[src/rtl/max7219_chain_if.sv]
// max7219_chain_if: bus of the MAX7219 chain driver; master = fabric side (drives value/brightness), slave = driver (drives serial pins and init_done)
interface max7219_chain_if #(
  parameter int DEVICES = 1,
  parameter int VALUE_WIDTH = 24
);
  logic [DEVICES*VALUE_WIDTH-1:0] value;
  logic [3:0] brightness;
  logic mosi;
  logic sclk;
  logic sel;
  logic init_done;
  modport master (output value, brightness, input mosi, sclk, sel, init_done);
  modport slave (input value, brightness, output mosi, sclk, sel, init_done);
endinterface

[src/rtl/max7219_chain.sv]
// max7219_chain: MAX7219 daisy-chain driver, one signed decimal per device; ports clk, rst (async, active-high), bus (slave: value, brightness in; mosi, sclk, sel, init_done out)
module max7219_chain #(
  parameter int DEVICES = 1,
  parameter int VALUE_WIDTH = 24,
  parameter int DIVIDER = 22,
  parameter int DP_POS = 0,
  parameter bit BLANK_LEADING = 1,
  parameter logic [3:0] BRIGHTNESS = 4'h4
) (
  input logic clk,
  input logic rst,
  max7219_chain_if.slave bus
);
  localparam int VW = VALUE_WIDTH;
  localparam int NB = DEVICES * 16;
  localparam int CW = $clog2(2 * NB);
  localparam int DW = $clog2(DIVIDER + 2);
  localparam int BLANK_MIN = DP_POS > 1 ? DP_POS : 1;
  typedef enum logic [2:0] {IDLE, SELECT, SHIFT, TAIL, LATCH, GAP} ser_t;
  typedef enum logic [1:0] {INIT, SNAP, CONV, DIGIT} seq_t;
  ser_t ser_q, ser_d;
  seq_t seq_q, seq_d;
  logic [DW-1:0] div_q;
  logic [CW-1:0] bit_q;
  logic [NB-1:0] sr_q, sr_d;
  logic [2:0] step_q;
  logic [5:0] conv_q;
  logic [3:0] bri_sent_q;
  logic bri_frame_q, init_done_q;
  logic [VW-1:0] bin_q [DEVICES];
  logic [39:0] bcd_q [DEVICES];
  logic neg_q [DEVICES];
  logic tick, load, done, bri_pending;

  function automatic logic [6:0] seg7(input logic [3:0] n);
    case (n)
      4'd0: return 7'h7E;
      4'd1: return 7'h30;
      4'd2: return 7'h6D;
      4'd3: return 7'h79;
      4'd4: return 7'h33;
      4'd5: return 7'h5B;
      4'd6: return 7'h5F;
      4'd7: return 7'h70;
      4'd8: return 7'h7F;
      4'd9: return 7'h7B;
      default: return 7'h00;
    endcase
  endfunction

  function automatic logic [15:0] init_word(input logic [2:0] s);
    case (s)
      3'd0: return 16'h0900;
      3'd1: return {8'h0A, 4'h0, BRIGHTNESS};
      3'd2: return 16'h0B07;
      3'd3: return 16'h0C01;
      default: return 16'h0F00;
    endcase
  endfunction

  function automatic logic [7:0] digit_seg(input logic [39:0] bcd, input logic neg, input logic [2:0] idx);
    logic [39:0] up;
    logic dp;
    up = bcd >> (4 * idx);
    dp = int'(idx) + 1 == DP_POS;
    if (idx == 3'd7) return neg ? 8'h01 : 8'h00;
    if (|bcd[39:28]) return {dp, 7'h01};
    if (BLANK_LEADING && int'(idx) >= BLANK_MIN && up == 40'd0) return 8'h00;
    return {dp, seg7(up[3:0])};
  endfunction

  function automatic logic [VW-1:0] magnitude(input logic [VW-1:0] v);
    return v[VW-1] ? VW'(-{v[VW-1], v}) : v;
  endfunction

  function automatic logic [39:0] dabble(input logic [39:0] b);
    logic [39:0] r;
    r = b;
    for (int i = 0; i < 10; i++) r[4*i +: 4] = r[4*i +: 4] > 4'd4 ? r[4*i +: 4] + 4'd3 : r[4*i +: 4];
    return r;
  endfunction

  assign tick = div_q == '0;
  assign load = tick && (seq_q == INIT || seq_q == DIGIT) && (ser_q == IDLE || ser_q == GAP);
  assign done = tick && ser_q == LATCH;
  assign bri_pending = seq_q == DIGIT && bus.brightness != bri_sent_q;
  assign bus.sel = !(ser_q == SELECT || ser_q == SHIFT || ser_q == TAIL);
  assign bus.sclk = ser_q == SHIFT && bit_q[0];
  assign bus.mosi = ser_q == SHIFT && sr_q[NB-1];
  assign bus.init_done = init_done_q;

  always_comb begin
    ser_d = ser_q;
    if (tick)
      case (ser_q)
        IDLE, GAP: ser_d = load ? SELECT : IDLE;
        SELECT: ser_d = SHIFT;
        SHIFT: ser_d = bit_q == CW'(2 * NB - 1) ? TAIL : SHIFT;
        TAIL: ser_d = LATCH;
        LATCH: ser_d = GAP;
        default: ser_d = IDLE;
      endcase
  end

  always_comb begin
    seq_d = seq_q;
    case (seq_q)
      INIT: seq_d = done && step_q == 3'd4 ? SNAP : INIT;
      SNAP: seq_d = CONV;
      CONV: seq_d = conv_q == 6'(VW - 1) ? DIGIT : CONV;
      default: seq_d = done && !bri_frame_q && step_q == 3'd7 ? SNAP : DIGIT;
    endcase
  end

  always_comb begin
    sr_d = '0;
    for (int k = 0; k < DEVICES; k++)
      sr_d[k*16 +: 16] = seq_q == INIT ? init_word(step_q) :
                         bri_pending ? {8'h0A, 4'h0, bus.brightness} :
                         {{5'd0, step_q} + 8'd1, digit_seg(bcd_q[k], neg_q[k], step_q)};
  end

  always_ff @(posedge clk or posedge rst)
    if (rst) begin
      ser_q <= IDLE;
      seq_q <= INIT;
      div_q <= '0;
      bit_q <= '0;
      sr_q <= '0;
      step_q <= '0;
      conv_q <= '0;
      bri_sent_q <= BRIGHTNESS;
      bri_frame_q <= 1'b0;
      init_done_q <= 1'b0;
      for (int k = 0; k < DEVICES; k++) begin
        bin_q[k] <= '0;
        bcd_q[k] <= '0;
        neg_q[k] <= 1'b0;
      end
    end else begin
      ser_q <= ser_d;
      seq_q <= seq_d;
      div_q <= tick ? DW'(DIVIDER) : div_q - 1'b1;
      if (load) begin
        sr_q <= sr_d;
        bit_q <= '0;
        bri_frame_q <= bri_pending;
      end else if (tick && ser_q == SHIFT) begin
        bit_q <= bit_q + 1'b1;
        if (bit_q[0]) sr_q <= sr_q << 1;
      end
      if (load && bri_pending) bri_sent_q <= bus.brightness;
      if (done && seq_q == INIT) begin
        step_q <= step_q == 3'd4 ? 3'd0 : step_q + 3'd1;
        init_done_q <= init_done_q | (step_q == 3'd4);
      end
      if (done && seq_q == DIGIT && !bri_frame_q) step_q <= step_q + 3'd1;
      conv_q <= seq_q == CONV ? conv_q + 6'd1 : 6'd0;
      for (int k = 0; k < DEVICES; k++)
        if (seq_q == SNAP) begin
          neg_q[k] <= bus.value[k*VW + VW - 1];
          bin_q[k] <= magnitude(bus.value[k*VW +: VW]);
          bcd_q[k] <= '0;
        end else if (seq_q == CONV) begin
          bcd_q[k] <= (dabble(bcd_q[k]) << 1) | {39'd0, bin_q[k][VW-1]};
          bin_q[k] <= bin_q[k] << 1;
        end
    end
endmodule

[src/flat_wrapper.sv]
// flat-port wrapper written by rule: the top's interface ports become plain ports
module max7219_chain_flat 
#(
  parameter int DEVICES = 1,
  parameter int VALUE_WIDTH = 24,
  parameter int DIVIDER = 22,
  parameter int DP_POS = 0,
  parameter bit BLANK_LEADING = 1,
  parameter logic [3:0] BRIGHTNESS = 4'h4
)
  (clk, rst, bus_value, bus_brightness, bus_mosi, bus_sclk, bus_sel, bus_init_done);
  max7219_chain_if #(.DEVICES(DEVICES), .VALUE_WIDTH(VALUE_WIDTH)) bus_i ();
  input logic clk;
  input logic rst;
  input wire logic [$bits(bus_i.value)-1:0] bus_value;
  input wire logic [$bits(bus_i.brightness)-1:0] bus_brightness;
  output wire logic [$bits(bus_i.mosi)-1:0] bus_mosi;
  output wire logic [$bits(bus_i.sclk)-1:0] bus_sclk;
  output wire logic [$bits(bus_i.sel)-1:0] bus_sel;
  output wire logic [$bits(bus_i.init_done)-1:0] bus_init_done;
  assign bus_i.value = bus_value;
  assign bus_i.brightness = bus_brightness;
  assign bus_mosi = bus_i.mosi;
  assign bus_sclk = bus_i.sclk;
  assign bus_sel = bus_i.sel;
  assign bus_init_done = bus_i.init_done;
  max7219_chain #(.DEVICES(DEVICES), .VALUE_WIDTH(VALUE_WIDTH), .DIVIDER(DIVIDER), .DP_POS(DP_POS), .BLANK_LEADING(BLANK_LEADING), .BRIGHTNESS(BRIGHTNESS)) u_core (.clk(clk), .rst(rst), .bus(bus_i));
endmodule
[config.mk]
export PLATFORM = sky130hd
export DESIGN_NAME = max7219_chain_flat
export DESIGN_NICKNAME = d
export VERILOG_FILES = /design/src/rtl/max7219_chain_if.sv /design/src/rtl/max7219_chain.sv /design/src/flat_wrapper.sv
export SDC_FILE = /design/constraint.sdc
export NUM_CORES = 1
export LEC_CHECK = 0
export BUFFER_PORTS_ARGS = -buffer_cell sky130_fd_sc_hd__buf_4
export CORE_MARGIN = 3
export CORE_UTILIZATION = 47
export CTS_CLUSTER_SIZE = 24
export DETAILED_ROUTE_END_ITERATION = 6
export HOLD_SLACK_MARGIN = 0.03
export PLACE_DENSITY = 0.71
export SLEW_MARGIN = 20
export SYNTH_ARGS = -nofsm -noshare
export SYNTH_HDL_FRONTEND = slang
export SYNTH_SLANG_ARGS = --single-unit
[constraint.sdc]
create_clock -name clk -period 8.8 [get_ports clk]
set_input_delay 0.44 -clock clk [delete_from_list [all_inputs] [get_ports clk]]
set_output_delay 0.44 -clock clk [all_outputs]
set_load 0.1 [all_outputs]
== Word-level counts from Yosys, hierarchy flattened ==
Memory sizes are Yosys's and may differ from the RTL's.
Cells that the tools add are included.

* $add $sub $neg: 17
* Order comparisons: 11
* Equality and inequality tests: 16
* Shift-type cells: 1
* Multiplexer cells: 48
* Bitwise gates (word level): 2
* Reduce and logical (&&, ||, !) cells: 34

{| class="wikitable"
|+ Operators with widths
! operator !! count
|-
| $mux 16 || 5
|-
| $mux 40 || 2
|-
| $mux 24 || 3
|-
| $mux 8 || 6
|-
| $pmux 11 s4 || 1
|-
| $gt 4x3->1 const B || 10
|-
| $logic_not 40->1 || 1
|-
| $or 40x1->40 || 1
|-
| $shr 40x5->40 || 1
|-
| $add 4x2->4 const B || 9
|-
| $mux 4 || 9
|-
| $logic_not 32->1 || 1
|-
| $neg 24->24 || 1
|-
| $logic_and 1x1->1 || 15
|-
| $mux 5 || 3
|-
| $pmux 3 s5 || 1
|-
| $eq 3x2->1 const B || 4
|-
| $eq 3x3->1 const B || 4
|-
| $mux 3 || 4
|-
| $reduce_or 12->1 || 1
|-
| $mux 1 || 11
|-
| $add 3x1->4 const B || 2
|-
| $reduce_bool 2->1 || 4
|-
| $add 6x1->6 const B || 1
|-
| 22 further kinds || 29
|}

* Register bits: 111
* Bits in read-only memories: 112
* Output and inout bits: 4
* Word-level logic and storage cells: 143
* Memories kept: 1

{| class="wikitable"
|+ Memory list
! memory !! words !! bits a word !! rd ports !! clocked after memory_dff !! write ports !! line !! source
|-
| (no name shown) || 16 || 7 || 1 || 0 || 0 || max7219_chain.sv:36 || <nowiki>case (n)</nowiki>
|}

== Longest topological paths before layout ==
Gate-level depths: netlist of the first run.

* Depth in word-level cells: 12
* Gate-level depth with buffers: 12

== Worst setup path before layout of the first run ==
No wires, ideal clock.

* Path kind: register to register
* Start: reg u_core.step_q[1]
* End: reg u_core.sr_q[3]
* Setup time: 0.129 ns
* Arrival time: 2.785 ns
* Setup slack: 5.887 ns
* Cell stages (with the launch flop): 10
* Path buffers: 2
* Period minus slack after synthesis: 2.913 ns
* Cell sequence: dfrtp_1 -> buf_6 -> clkbuf_1 -> mux4_2 -> mux2i_1 -> ha_1 -> o21ai_0 -> or4_4 -> o311ai_1 -> a21oi_1

* Cells in the longest elaborated chain, start to end: 12
* Elaborated cells on any way between the ends: 17
* Those cells by class: order compare (1); eq/ne (1); shift (1); mux (11); reduce/logical (2); memory (1)

{| class="wikitable"
|+ Ends and longest elaborated chain
! item !! line !! source
|-
| from (decl) || max7219_chain.sv:26 || <nowiki>logic [2:0] step_q;</nowiki>
|-
| from (signal assigned) || max7219_chain.sv:154 || <nowiki>step_q <= step_q == 3'd4 ? 3'd0 : step_q + 3'd1;</nowiki>
|-
| from (signal assigned) || max7219_chain.sv:157 || <nowiki>if (done && seq_q == DIGIT && !bri_frame_q) step_q <= step_q + 3'd1;</nowiki>
|-
| $shr 40x5->40 || max7219_chain.sv:64 || <nowiki>up = bcd >> (4 * idx);</nowiki>
|-
| $logic_not 40->1 || max7219_chain.sv:68 || <nowiki>if (BLANK_LEADING && int'(idx) >= BLANK_MIN && up == 40'd0) return 8'h00;</nowiki>
|-
| $logic_and 1x1->1 || max7219_chain.sv:68 ||
|-
| $mux 1 (2 in a row) || max7219_chain.sv:68 ||
|-
| $mux 1 || max7219_chain.sv:67 || <nowiki>if (|bcd[39:28]) return {dp, 7'h01};</nowiki>
|-
| $mux 8 || max7219_chain.sv:69 || <nowiki>return {dp, seg7(up[3:0])};</nowiki>
|-
| $mux 8 || max7219_chain.sv:68 ||
|-
| $mux 8 * || max7219_chain.sv:67 ||
|-
| $mux 16 * || max7219_chain.sv:119 || <nowiki>bri_pending ? {8'h0A, 4'h0, bus.brightness} :</nowiki>
|-
| $mux 16 * || max7219_chain.sv:118 || <nowiki>sr_d[k*16 +: 16] = seq_q == INIT ? init_word(step_q) :</nowiki>
|-
| $mux 16 * || max7219_chain.sv:144 || <nowiki>if (load) begin</nowiki>
|-
| to (signal assigned) || max7219_chain.sv:145 || <nowiki>sr_q <= sr_d;</nowiki>
|-
| to (signal assigned) || max7219_chain.sv:150 || <nowiki>if (bit_q[0]) sr_q <= sr_q << 1;</nowiki>
|-
| to (decl) || max7219_chain.sv:25 || <nowiki>logic [NB-1:0] sr_q, sr_d;</nowiki>
|}

Every way passes the cells marked *; elsewhere a longest branch is shown, timed or not. The select of a mux whose other input is x is not followed.
A chain may end at the register's enable or synchronous reset.

== Worst setup path after layout of the first run ==
Ends and elaborated chain as after synthesis.

==> results_dict.tcl, run 1 <==
set metrics [dict create \
    status "completed" \
    critPathBufInv 0 \
    vias_per_instance 6.082 \
    achievable-frequency_ghz 0.2705 \
    synth_seq_area_share_pct 39.18 \
    timing.final.max_slew_violations 0 \
    die_area_mm2 0.01660 \
    largest_net_degree_at_the_start_of_global_routing 68 \
    drt-pass1-iter-count 6 \
    worst-endpoint-arrival_ns 3.94 \
    chipWidth_um 128.8 \
    tcrit_tclk_final_pct 42.02 \
    cts_resized 0 \
    dpl.cell_count 957 \
    globalRoute.totalOverflow 0 \
    final_hold_fails 0 \
    clock-root-buffer "sky130_fd_sc_hd__clkbuf_16" \
    synth.yosys.warnings 0 \
    i_o_pin_cnt 34 \
    postSynthRegisterBits 111 \
    detailroute.via_count 5912 \
    start_kind "flop" \
    rows 44 \
    first_pass_grt_wire_length_um 27650 \
    layout.nets 845 \
    floorplan.die.height_um 128.8 \
    cts.clk_slew.worst_paths_ns 0.08 \
    io_port_bufs 33 \
    max_stage_delay_ns 1.01 \
    synth_area_mm2 0.007093 \
    dp.final_hpwl_um 11480 \
    hold_class "input port to async pin" \
    final_design_area_no_fill_mm2 0.007729 \
    path_cells "mux4_2 > mux2i_1 > nand2_1 > or4_4 > o311ai_1 > a21oi_1" \
    tritoncts "yes" \
    start_util_pct 48.44 \
    cts_buffers 9 \
    cp_top_family "multiplexers" \
    vias_in_the_first_global_route 5759 \
    timing.reg2reg.setup_slack_ns 5.10 \
    slowest_stage "sky130_fd_sc_hd__dfrtp_1" \
    ctsLongestPathBuffers 2 \
    floorplan.core_area_mm2 0.01464 \
    setup_violations 0 \
    post_route_cells_drive_above_1_share_pct 10.41 \
    drcViolationCount 0 \
    number_of_antenna_violations_at_the_first_check_in_global_routing 0 \
    post_drt_wl_per_cell_um 16.60 \
    synth_async_sr_flop_share_pct 100.0 \
    slew_headroom_pct 32.55 \
    synthesis.area_per_instance_um2 9.070 \
    critPathKind "flop to flop" \
    final_cell_count_no_fill 972 \
    grt_setup_unrepaired "no" \
    setup.worst_path.end_class "flop" \
    static_leakage_uw 0.003381 \
    synthToLayoutAreaGrowth_pct 8.961 \
    critical_path.max_fanout 28 \
    required_ns 9.04 \
    worst_slew_pin_slew_ns 0.9835 \
    maxCapViolations 0 \
    syn-instance-count 782 \
    placement.cell_area_mm2 0.007421 \
    cts-hold-fix-buffers 0 \
    final_wl_um 16130 \
    synth_edf_count 0 \
    setup_tns_ns 0 \
    p_per_cell_area_mw_per_mm2 127.3 \
    synth_top_flop_cell "sky130_fd_sc_hd__dfrtp_1" \
    clock_latency_ns 0.37 \
    postRouteAntennaNets 0 \
    synth.distinct_cells 64 \
    skew_ns 0.01042 \
    dr.first_iter.drc_count 403 \
    total_nets_after_synthesis 843 \
    cts-htree-levels 3 \
    worst_ir_drop_vdd_mv 0.09203 \
    count_of_clock_tree_sinks 111 \
    finalCriticalPeriod_ns 3.698 \
    hold_ws_ns 0.1210 \
    gp_congestion 0.9102 \
    post_cts_setup_buffer_count 0 \
    globalRouteTotalUtil_pct 20.25 \
    num_antenna_cells 0 \
]
==> layout make-up <==
class	count	area (um^2)
inverters	63	239.0
well taps	184	230.2
repair buffers	37	277.8
clock buffers	10	239.0
clock inverters	5	66.31
fillers	1342	6915
flip-flops and latches	111	2779
multi-input cells	562	3897
==> per-layer routing <==
metal / part of all wire [%] / global-route usage (%) / vias to the layer above
met2: 47 / 33.05 / 143
met1: 47 / 27.29 / 2885
li1: - / - / 2862
met4: 1.9 / 7.783 / 0
met5: 0 / 0 / -
met3: 4.3 / 3.030 / 22
==> metrics by stage <==
step	util [%]	power (uW)	setup slack, ns
final	52.78	983.5	5.102
after global routing	52.78	1020	4.833
after CTS	52.76	995.4	5.119
after detailed placement	50.68	564.8	5.127
after global placement	50.68	563.4	5.304
after floorplan	-	544.2	5.431
==> state kept, by name, summed over array words and instances, names as in the netlist <==
register and flops:
u_core.ser_q 3, u_core.sr_q 16, u_core.bus.init_done 1, u_core.bcd_q 40
u_core.neg_q 1, u_core.div_q 5, u_core.bri_frame_q 1, u_core.conv_q 6
u_core.step_q 3, u_core.bin_q 24, u_core.seq_q 2, u_core.bri_sent_q 4
u_core.bit_q 5
==> synth_stat cells, types with 5 or more instances <==
| cell | instances | area, um^2 |
|---|---|---|
| sky130_fd_sc_hd__a31oi_1 | 17 | 106.4 |
| sky130_fd_sc_hd__or3_1 | 6 | 37.54 |
| sky130_fd_sc_hd__nand3_1 | 10 | 50.05 |
| sky130_fd_sc_hd__ha_1 | 31 | 387.9 |
| sky130_fd_sc_hd__nand4_1 | 6 | 37.54 |
| sky130_fd_sc_hd__o2bb2ai_1 | 13 | 113.9 |
| sky130_fd_sc_hd__mux4_2 | 9 | 202.7 |
| sky130_fd_sc_hd__nor3_1 | 34 | 170.2 |
| sky130_fd_sc_hd__and2_1 | 6 | 37.54 |
| sky130_fd_sc_hd__xor2_1 | 25 | 219.0 |
| sky130_fd_sc_hd__nand2_1 | 48 | 180.2 |
| sky130_fd_sc_hd__o221ai_1 | 5 | 43.79 |
| sky130_fd_sc_hd__inv_1 | 60 | 225.2 |
| sky130_fd_sc_hd__dfrtp_1 | 110 | 2753 |
| sky130_fd_sc_hd__nor2_1 | 54 | 202.7 |
| sky130_fd_sc_hd__nor2b_1 | 5 | 31.28 |
| sky130_fd_sc_hd__nor4_1 | 14 | 87.58 |
| sky130_fd_sc_hd__o21ai_0 | 45 | 225.2 |
| sky130_fd_sc_hd__xnor2_1 | 20 | 175.2 |
| sky130_fd_sc_hd__and3_1 | 7 | 43.79 |
| sky130_fd_sc_hd__nand2b_1 | 6 | 37.54 |
| sky130_fd_sc_hd__mux2_2 | 10 | 112.6 |
| sky130_fd_sc_hd__clkbuf_1 | 38 | 142.6 |
| sky130_fd_sc_hd__a21oi_1 | 54 | 270.3 |
| sky130_fd_sc_hd__mux2i_1 | 14 | 140.1 |
| sky130_fd_sc_hd__a211oi_1 | 11 | 82.58 |
| sky130_fd_sc_hd__a21o_1 | 15 | 112.6 |
| sky130_fd_sc_hd__o22ai_1 | 34 | 212.7 |
| sky130_fd_sc_hd__o311ai_1 | 5 | 43.79 |
| sky130_fd_sc_hd__o31ai_1 | 7 | 52.55 |
| sky130_fd_sc_hd__buf_1 | 5 | 18.77 |
==> placed cells by master, fill, tap and decap left out, drive strengths merged, types with 5 or more instances in the layout <==
| cell | netlist | layout |
|---|---|---|
| a211oi | 11 | 11 |
| a21o | 15 | 15 |
| a21oi | 54 | 54 |
| a31oi | 17 | 17 |
| and2 | 6 | 6 |
| and3 | 7 | 7 |
| buf | 8 | 37 |
| clkbuf | 38 | 10 |
| dfrtp | 110 | 110 |
| ha | 31 | 31 |
| inv | 61 | 63 |
| mux2 | 10 | 10 |
| mux2i | 15 | 15 |
| mux4 | 10 | 10 |
| nand2 | 48 | 48 |
| nand2b | 6 | 6 |
| nand3 | 10 | 10 |
| nand4 | 6 | 6 |
| nor2 | 54 | 54 |
| nor2b | 5 | 5 |
| nor3 | 34 | 34 |
| nor4 | 14 | 14 |
| o21ai | 45 | 45 |
| o221ai | 5 | 5 |
| o22ai | 34 | 34 |
| o2bb2ai | 13 | 13 |
| o311ai | 7 | 7 |
| o31ai | 7 | 7 |
| or3 | 6 | 6 |
| or4 | 5 | 5 |
| xnor2 | 20 | 20 |
| xor2 | 25 | 25 |
==> worst paths after layout <==
path	start	to	depth (start not counted)
min in group clk	bus_brightness[0]	u_core.bri_sent_q[0]	2
hold reg to reg	u_core.conv_q[0]	u_core.conv_q[0]	1
max in group asynchronous	rst	u_core.bcd_q[19]	3
setup reg to reg	u_core.step_q[1]	u_core.sr_q[3]	6
setup / recovery	u_core.step_q[1]	u_core.sr_q[3]	6
hold / removal	rst	u_core.conv_q[3]	2
==> power by group <==
group | internal [uW] | switching [uW]
sequential | 510 | 0.357
clock | 231 | 199
combinational | 17.3 | 25.7
total | 759 | 225
==> logic make-up after synthesis <==
kind of cell,Yosys count,share of synthesized area (%)
xor gates and xnor gates,45,5.557
AOI/OAI and AO/OA,235,21.43
and+or+nand+nor,216,15.35
buffers and inverters,109,5.909
muxes,35,7.109
DFF,111,39.18
adders and majority gates,31,5.468
Note: power is estimated with default switching activity, not from simulation.
==> run 2, diff against run 1 <==
==> constraint.sdc (replaced) <==
create_clock -name clk -period 3.85 [get_ports clk]
set_input_delay 0.1925 -clock clk [delete_from_list [all_inputs] [get_ports clk]]
set_output_delay 0.1925 -clock clk [all_outputs]
set_load 0.1 [all_outputs]
==> run 2 against run 1 <==
  * The run now ends with negative hold slack left
  * Flip-flop and latch count stayed put
  * Sequential share of layout area is 0.25 points lower
  * Final cell count is 1.0% higher
  * Worst hold slack worse by 0.16 ns
  * Routed wire length is 4.2% higher
  * Maximum frequency is 21% higher
  * Utilization is 0.38 points higher
  * Sequential power is 130% higher
  * Critical path type unchanged
  * Register-to-register slack worse by 4.3 ns
  * Power is 120% higher
  * Clock-buffer cell count stayed put
  * Largest power group unchanged
==> results_dict.tcl, run 2 (synthesis gave the netlist of run 1 again) <==
set metrics [dict create \
    worst_slack_ns 0.7951 \
    largest_net_degree_at_the_start_of_global_routing 84 \
    finalCriticalPeriod_ns 3.055 \
    timing.final.max_slew_violations 0 \
    num_antenna_cells 0 \
    floorplan.die.height_um 128.8 \
    required_ns 4.09 \
    worst-endpoint-arrival_ns 3.30 \
    registers.top_by_ff_count "u_core.bcd_q" \
    filler_cell_count 1346 \
    die_area_mm2 0.01660 \
    vias_per_instance 6.157 \
    hold_class "input port to async pin" \
    skew_ns 0.008831 \
    vias_in_the_first_global_route 6011 \
    first_pass_grt_wire_length_um 28500 \
    largestRegisters "u_core.bcd_q (40), u_core.bin_q (24), u_core.sr_q (16)" \
    path_cells "mux4_2 > mux2i_1 > ha_1 > o21ai_0 > or4_4 > o311ai_1 > a21oi_1" \
    rows 44 \
    setup_violations 0 \
    max_stage_delay_ns 0.68 \
    i_o_pin_cnt 34 \
    io_port_bufs 33 \
    tcrit_tclk_final_pct 79.35 \
    gp_congestion 0.8951 \
    count_of_clock_tree_sinks 111 \
    final_wl_um 16810 \
    largest_reg_flops 40 \
    p_sw_share_pct 23.99 \
    hold_ws_ns -0.04184 \
    r2r.worst_path.cells 7 \
    post_route_cells_drive_above_1_share_pct 11.40 \
    cts.clk_slew.worst_paths_ns 0.08 \
    globalRouteTotalUtil_pct 20.89 \
    cts_resized 0 \
    globalRoute.totalOverflow 0 \
    critical_path.max_fanout 12 \
    worst_slew_pin_slew_ns 0.7513 \
    setup_tns_ns 0 \
    setup.worst_path.end_class "flop" \
    p_per_cell_area_mw_per_mm2 283.0 \
    static_leakage_uw 0.003413 \
    violations "negative hold slack" \
    intPower_uw 1674 \
    number_of_antenna_violations_at_the_first_check_in_global_routing 0 \
    layout.nets 854 \
    critPathKind "flop to flop" \
    placement.setup.worst_slack_ns 0.7946 \
    drcViolationCount 0 \
    share_of_power_burned_in_registers_pct 53.0 \
    slowest_stage "sky130_fd_sc_hd__dfrtp_1" \
    netSwitchingPower_uw 528.3 \
    mostFrequentLayoutCell "sky130_fd_sc_hd__dfrtp_1" \
    cts_buffers 9 \
    postRouteAntennaNets 0 \
    status "complete, but fails checks" \
    dr.first_iter.drc_count 508 \
    cts-htree-levels 3 \
    total_area_of_multi_input_combinational_cells_mm2 0.003895 \
    regArea_mm2 0.002779 \
    clock-root-buffer "sky130_fd_sc_hd__clkbuf_16" \
    dp.final_hpwl_um 11900 \
    worst_ir_drop_vdd_mv 0.2340 \
    start_util_pct 48.44 \
    post_drt_wl_per_cell_um 17.12 \
    cts-hold-fix-buffers 0 \
    grt_setup_unrepaired "no" \
    post_cts_setup_buffer_count 0 \
    chipWidth_um 128.8 \
    layout.cells.most_common_list "sky130_fd_sc_hd__dfrtp_1 (110), sky130_fd_sc_hd__inv_1 (59), sky130_fd_sc_hd__nor2_1 (54), sky130_fd_sc_hd__a21oi_1 (54), sky130_fd_sc_hd__nand2_1 (48)" \
    post-layout-total-power_uw 2203 \
    synthToLayoutAreaGrowth_pct 9.737 \
    clock_latency_ns 0.36 \
    ctsLongestPathBuffers 2 \
    maxCapViolations 0 \
    floorplan.core_area_mm2 0.01464 \
    clock_power_share_pct 42.4 \
    tritoncts "yes" \
    final_hold_fails 41 \
    drt-pass1-iter-count 5 \
    detailroute.via_count 6046 \
    comb_power_share_pct 4.6 \
    slew_headroom_pct 49.91 \
    start_kind "flop" \
    achievable-frequency_ghz 0.3273 \
]
==> run 2: layout make-up <==
type | instances | area share, %
tap | 184 | 2.958
multi-input combinational | 562 | 50.04
timing repair buffer | 46 | 4.437
clock inverter | 6 | 0.6912
sequential | 111 | 35.70
inverter | 63 | 3.102
clock buffer | 10 | 3.070
==> run 2: final timing paths <==
kind | to | slack (ns) | from
max | u_core.sr_q[4] | 0.80 | u_core.step_q[1]
min | u_core.bin_q[21] | -0.04 | rst
max reg2reg | u_core.sr_q[4] | 0.80 | u_core.step_q[1]
min reg2reg | u_core.div_q[0] | 0.46 | u_core.div_q[0]
max in group asynchronous | u_core.bri_sent_q[2] | 2.97 | rst
min in group clk | u_core.bri_sent_q[0] | 0.09 | bus_brightness[0]
==> run 2: power groups by stage <==
| stage | Sequential (uW) | Clock, uW | Combinational [uW] |
|---|---|---|---|
| 2_1_floorplan | 1190 | 0 | 53.4 |
| 3_3_place_gp | 1190 | 0 | 97.7 |
| 3_5_place_dp | 1190 | 0 | 102 |
| 4_1_cts | 1170 | 960 | 102 |
| 5_1_grt | 1170 | 999 | 113 |
| 6_report | 1170 | 934 | 101 |
==> run 2: through the flow <==
step           hold WS (ns)  utilization [%]  instances  instance area (um^2)
3_3_place_gp         0.4404            51.14        966                  7488
3_5_place_dp         0.4478            51.14        966                  7488
6_report           -0.04184            53.15        982                  7784
4_1_cts             0.07613            53.14        982                  7781
5_1_grt             0.03300            53.15        982                  7784
2_1_floorplan        0.3442                -        782                  7093
==> run 2: per-layer routing <==
| layer | part of all wire, % | vias up | global-route usage (%) |
|---|---|---|---|
| li1 | - | 2890 | - |
| met1 | 45 | 2970 | 27.04 |
| met2 | 49 | 165 | 35.67 |
| met3 | 4.6 | 21 | 3.902 |
| met4 | 1.7 | 0 | 6.300 |
| met5 | 0 | - | 0 |
==> run 2: critical path: cells and delay by family (launching register included) <==
family | cells | cell delay (ns)
adder cells (fa/ha/maj) | 1 | 0.28
flip-flops | 1 | 0.68
multiplexers | 2 | 0.96
AO/OA/AOI/OAI | 3 | 0.55
AND/OR/NAND/NOR | 1 | 0.47
==> run 3, diff against run 2 <==
--- a/config.mk
+++ b/config.mk
@@ -11,7 +11,7 @@
 export CTS_CLUSTER_SIZE = 24
 export DETAILED_ROUTE_END_ITERATION = 6
 export HOLD_SLACK_MARGIN = 0.03
-export PLACE_DENSITY = 0.71
+export PLACE_DENSITY = 0.73
 export SLEW_MARGIN = 20
 export SYNTH_ARGS = -nofsm -noshare
 export SYNTH_HDL_FRONTEND = slang
==> constraint.sdc (replaced) <==
create_clock -name clk -period 2.7 [get_ports clk]
set_input_delay 0.135 -clock clk [delete_from_list [all_inputs] [get_ports clk]]
set_output_delay 0.135 -clock clk [all_outputs]
set_load 0.1 [all_outputs]
==> run 3 against run 2 <==
  * The run now ends clean
  * Global-route usage is 0.61 points lower
  * Register-to-register slack worse by 0.70 ns
  * Clock-buffer cell count stayed put
  * Critical path depth stayed put
  * Sequential power is 42% higher
  * Sequential share of layout area is 1.5 points lower
  * Die area stayed put
  * Worst setup slack worse by 0.70 ns
  * Cell area is 4.6% higher
  * Flip-flop and latch count stayed put
  * Worst hold slack better by 0.081 ns
  * Clock power is 47% higher
  * Critical path type unchanged
  * Critical endpoint is now u_core.sr_q[3]
==> results_dict.tcl, run 3 (synthesis gave the netlist of run 1 again) <==
set metrics [dict create \
    filler_cell_count 1319 \
    cts-htree-levels 3 \
    detailroute.via_count 6015 \
    slew_headroom_pct 61.31 \
    p_sw_share_pct 22.73 \
    hold_class "input port to flop" \
    tritoncts "yes" \
    setup_violations 0 \
    slowest_stage "sky130_fd_sc_hd__mux4_1" \
    postRouteAntennaNets 0 \
    globalRouteTotalUtil_pct 20.28 \
    gp_congestion 0.9331 \
    max_stage_delay_ns 0.62 \
    hold_ws_ns 0.03953 \
    timing.final.max_slew_violations 0 \
    chipWidth_um 128.8 \
    largest_net_degree_at_the_start_of_global_routing 112 \
    path_cells "buf_2 > mux4_1 > mux2i_4 > nand2_1 > or4_4 > o311ai_1 > a21oi_1" \
    netSwitchingPower_uw 722.0 \
    setup.worst_path.end_class "flop" \
    drcViolationCount 0 \
    dr.first_iter.drc_count 415 \
    num_antenna_cells 0 \
    required_ns 2.94 \
    finalCriticalPeriod_ns 2.603 \
    worst_slew_pin_slew_ns 0.5803 \
    intPower_uw 2455 \
    vias_in_the_first_global_route 5598 \
    rows 44 \
    io_port_bufs 33 \
    start_util_pct 48.44 \
    tcrit_tclk_final_pct 96.41 \
    start_kind "flop" \
    i_o_pin_cnt 34 \
    ctsLongestPathBuffers 2 \
    worst_slack_ns 0.09687 \
    critPathKind "flop to flop" \
    placement.cell_area_mm2 0.007754 \
    p_per_cell_area_mw_per_mm2 390.2 \
    number_of_antenna_violations_at_the_first_check_in_global_routing 0 \
    globalRoute.totalOverflow 0 \
    critical_path.max_fanout 6 \
    share_of_power_burned_in_registers_pct 52.4 \
    first_pass_grt_wire_length_um 27500 \
    skew_ns 0.008511 \
    post_route_cells_drive_above_1_share_pct 15.57 \
    count_of_clock_tree_sinks 111 \
    registers.top_by_ff_count "u_core.bcd_q" \
    worst-endpoint-arrival_ns 2.84 \
    grt_setup_unrepaired "no" \
    synthToLayoutAreaGrowth_pct 14.76 \
    placement.setup.worst_slack_ns -0.1020 \
    largestRegisters "u_core.bcd_q (40), u_core.bin_q (24), u_core.sr_q (16)" \
    vias_per_instance 5.903 \
    die_area_mm2 0.01660 \
    final_hold_fails 0 \
    cts_buffers 9 \
    comb_power_share_pct 4.6 \
    largest_reg_flops 40 \
    status "completed" \
    floorplan.core_area_mm2 0.01464 \
    setup_tns_ns 0 \
    static_leakage_uw 0.003593 \
    layout.cells.most_common_list "sky130_fd_sc_hd__dfrtp_1 (109), sky130_fd_sc_hd__buf_4 (77), sky130_fd_sc_hd__inv_1 (59), sky130_fd_sc_hd__nor2_1 (54), sky130_fd_sc_hd__a21oi_1 (54)" \
    maxCapViolations 0 \
    dp.final_hpwl_um 11750 \
    achievable-frequency_ghz 0.3842 \
    layout.nets 892 \
    worst_ir_drop_vdd_mv 0.2957 \
    clock_latency_ns 0.36 \
    clock-root-buffer "sky130_fd_sc_hd__clkbuf_16" \
    cts.clk_slew.worst_paths_ns 0.07 \
    drt-pass1-iter-count 5 \
    final_design_area_no_fill_mm2 0.008140 \
    floorplan.die.height_um 128.8 \
    final_wl_um 16510 \
    mostFrequentLayoutCell "sky130_fd_sc_hd__dfrtp_1" \
    post_drt_wl_per_cell_um 16.21 \
    clock_power_share_pct 43.0 \
]
## run 3: final cells by class
| type | count | area, um^2 | share of cell area (%) |
|---|---|---|---|
| Clock buffer | 10 | 229.0 | 2.813 |
| Clock inverter | 5 | 67.56 | 0.8300 |
| Timing Repair Buffer | 84 | 663.1 | 8.146 |
| Inverter | 63 | 240.2 | 2.951 |
| Multi-Input combinational cell | 562 | 3930 | 48.28 |
| Tap cell | 184 | 230.2 | 2.828 |
| Sequential cell | 111 | 2780 | 34.15 |
## run 3: final timing paths
kind,startpoint,endpoint,slack [ns],cells after the start
max,u_core.step_q[1],u_core.sr_q[3],0.1,7
min in group asynchronous,rst,u_core.conv_q[5],0.50,4
max reg2reg,u_core.step_q[1],u_core.sr_q[3],0.1,7
min reg2reg,u_core.div_q[0],u_core.div_q[0],0.46,1
max in group asynchronous,rst,u_core.step_q[1],1.75,4
min,bus_brightness[2],u_core.bri_sent_q[2],0.04,2
## run 3: stage by stage
step                      util, %  total power (uW)  instances
final                       55.59              3177       1019
after global routing        55.59              3290       1019
after CTS                   55.25              3205       1016
after detailed placement    52.95              1843        997
after global placement      52.95              1842        997
after floorplan                 -              1774        782
## run 3: power groups by stage
| stage | clock [uW] | sequential, uW | combinational, uW |
|---|---|---|---|
| 6_report | 1370 | 1660 | 147 |
| 3_5_place_dp | 0 | 1700 | 145 |
| 4_1_cts | 1390 | 1660 | 151 |
| 3_3_place_gp | 0 | 1700 | 145 |
| 2_1_floorplan | 0 | 1700 | 76.6 |
| 5_1_grt | 1460 | 1660 | 167 |
## run 3: repair_timing
action / 4_1_cts / 5_1_grt
hold endpoints to repair: 113 / 0
hold buffers: 4 / 0
cloned: 0 / 0
buffers inserted: 0 / 3
gates resized for setup: 1 / 3
setup endpoints to repair: 7 / 7
## run 3: critical path: cells and delay by family, from the launching register on
family | cells | cell delay (ns)
flops | 1 | 0.39
simple gates | 2 | 0.68
mux | 2 | 0.80
compound gates | 2 | 0.43
buf+inv | 1 | 0.19
## run 3: layer usage
metal  wire [um]  global-route usage, %
met5           0                      0
met2        7787                  32.29
met3         823                  3.404
met1        7687                  28.60
met4         215                  5.930
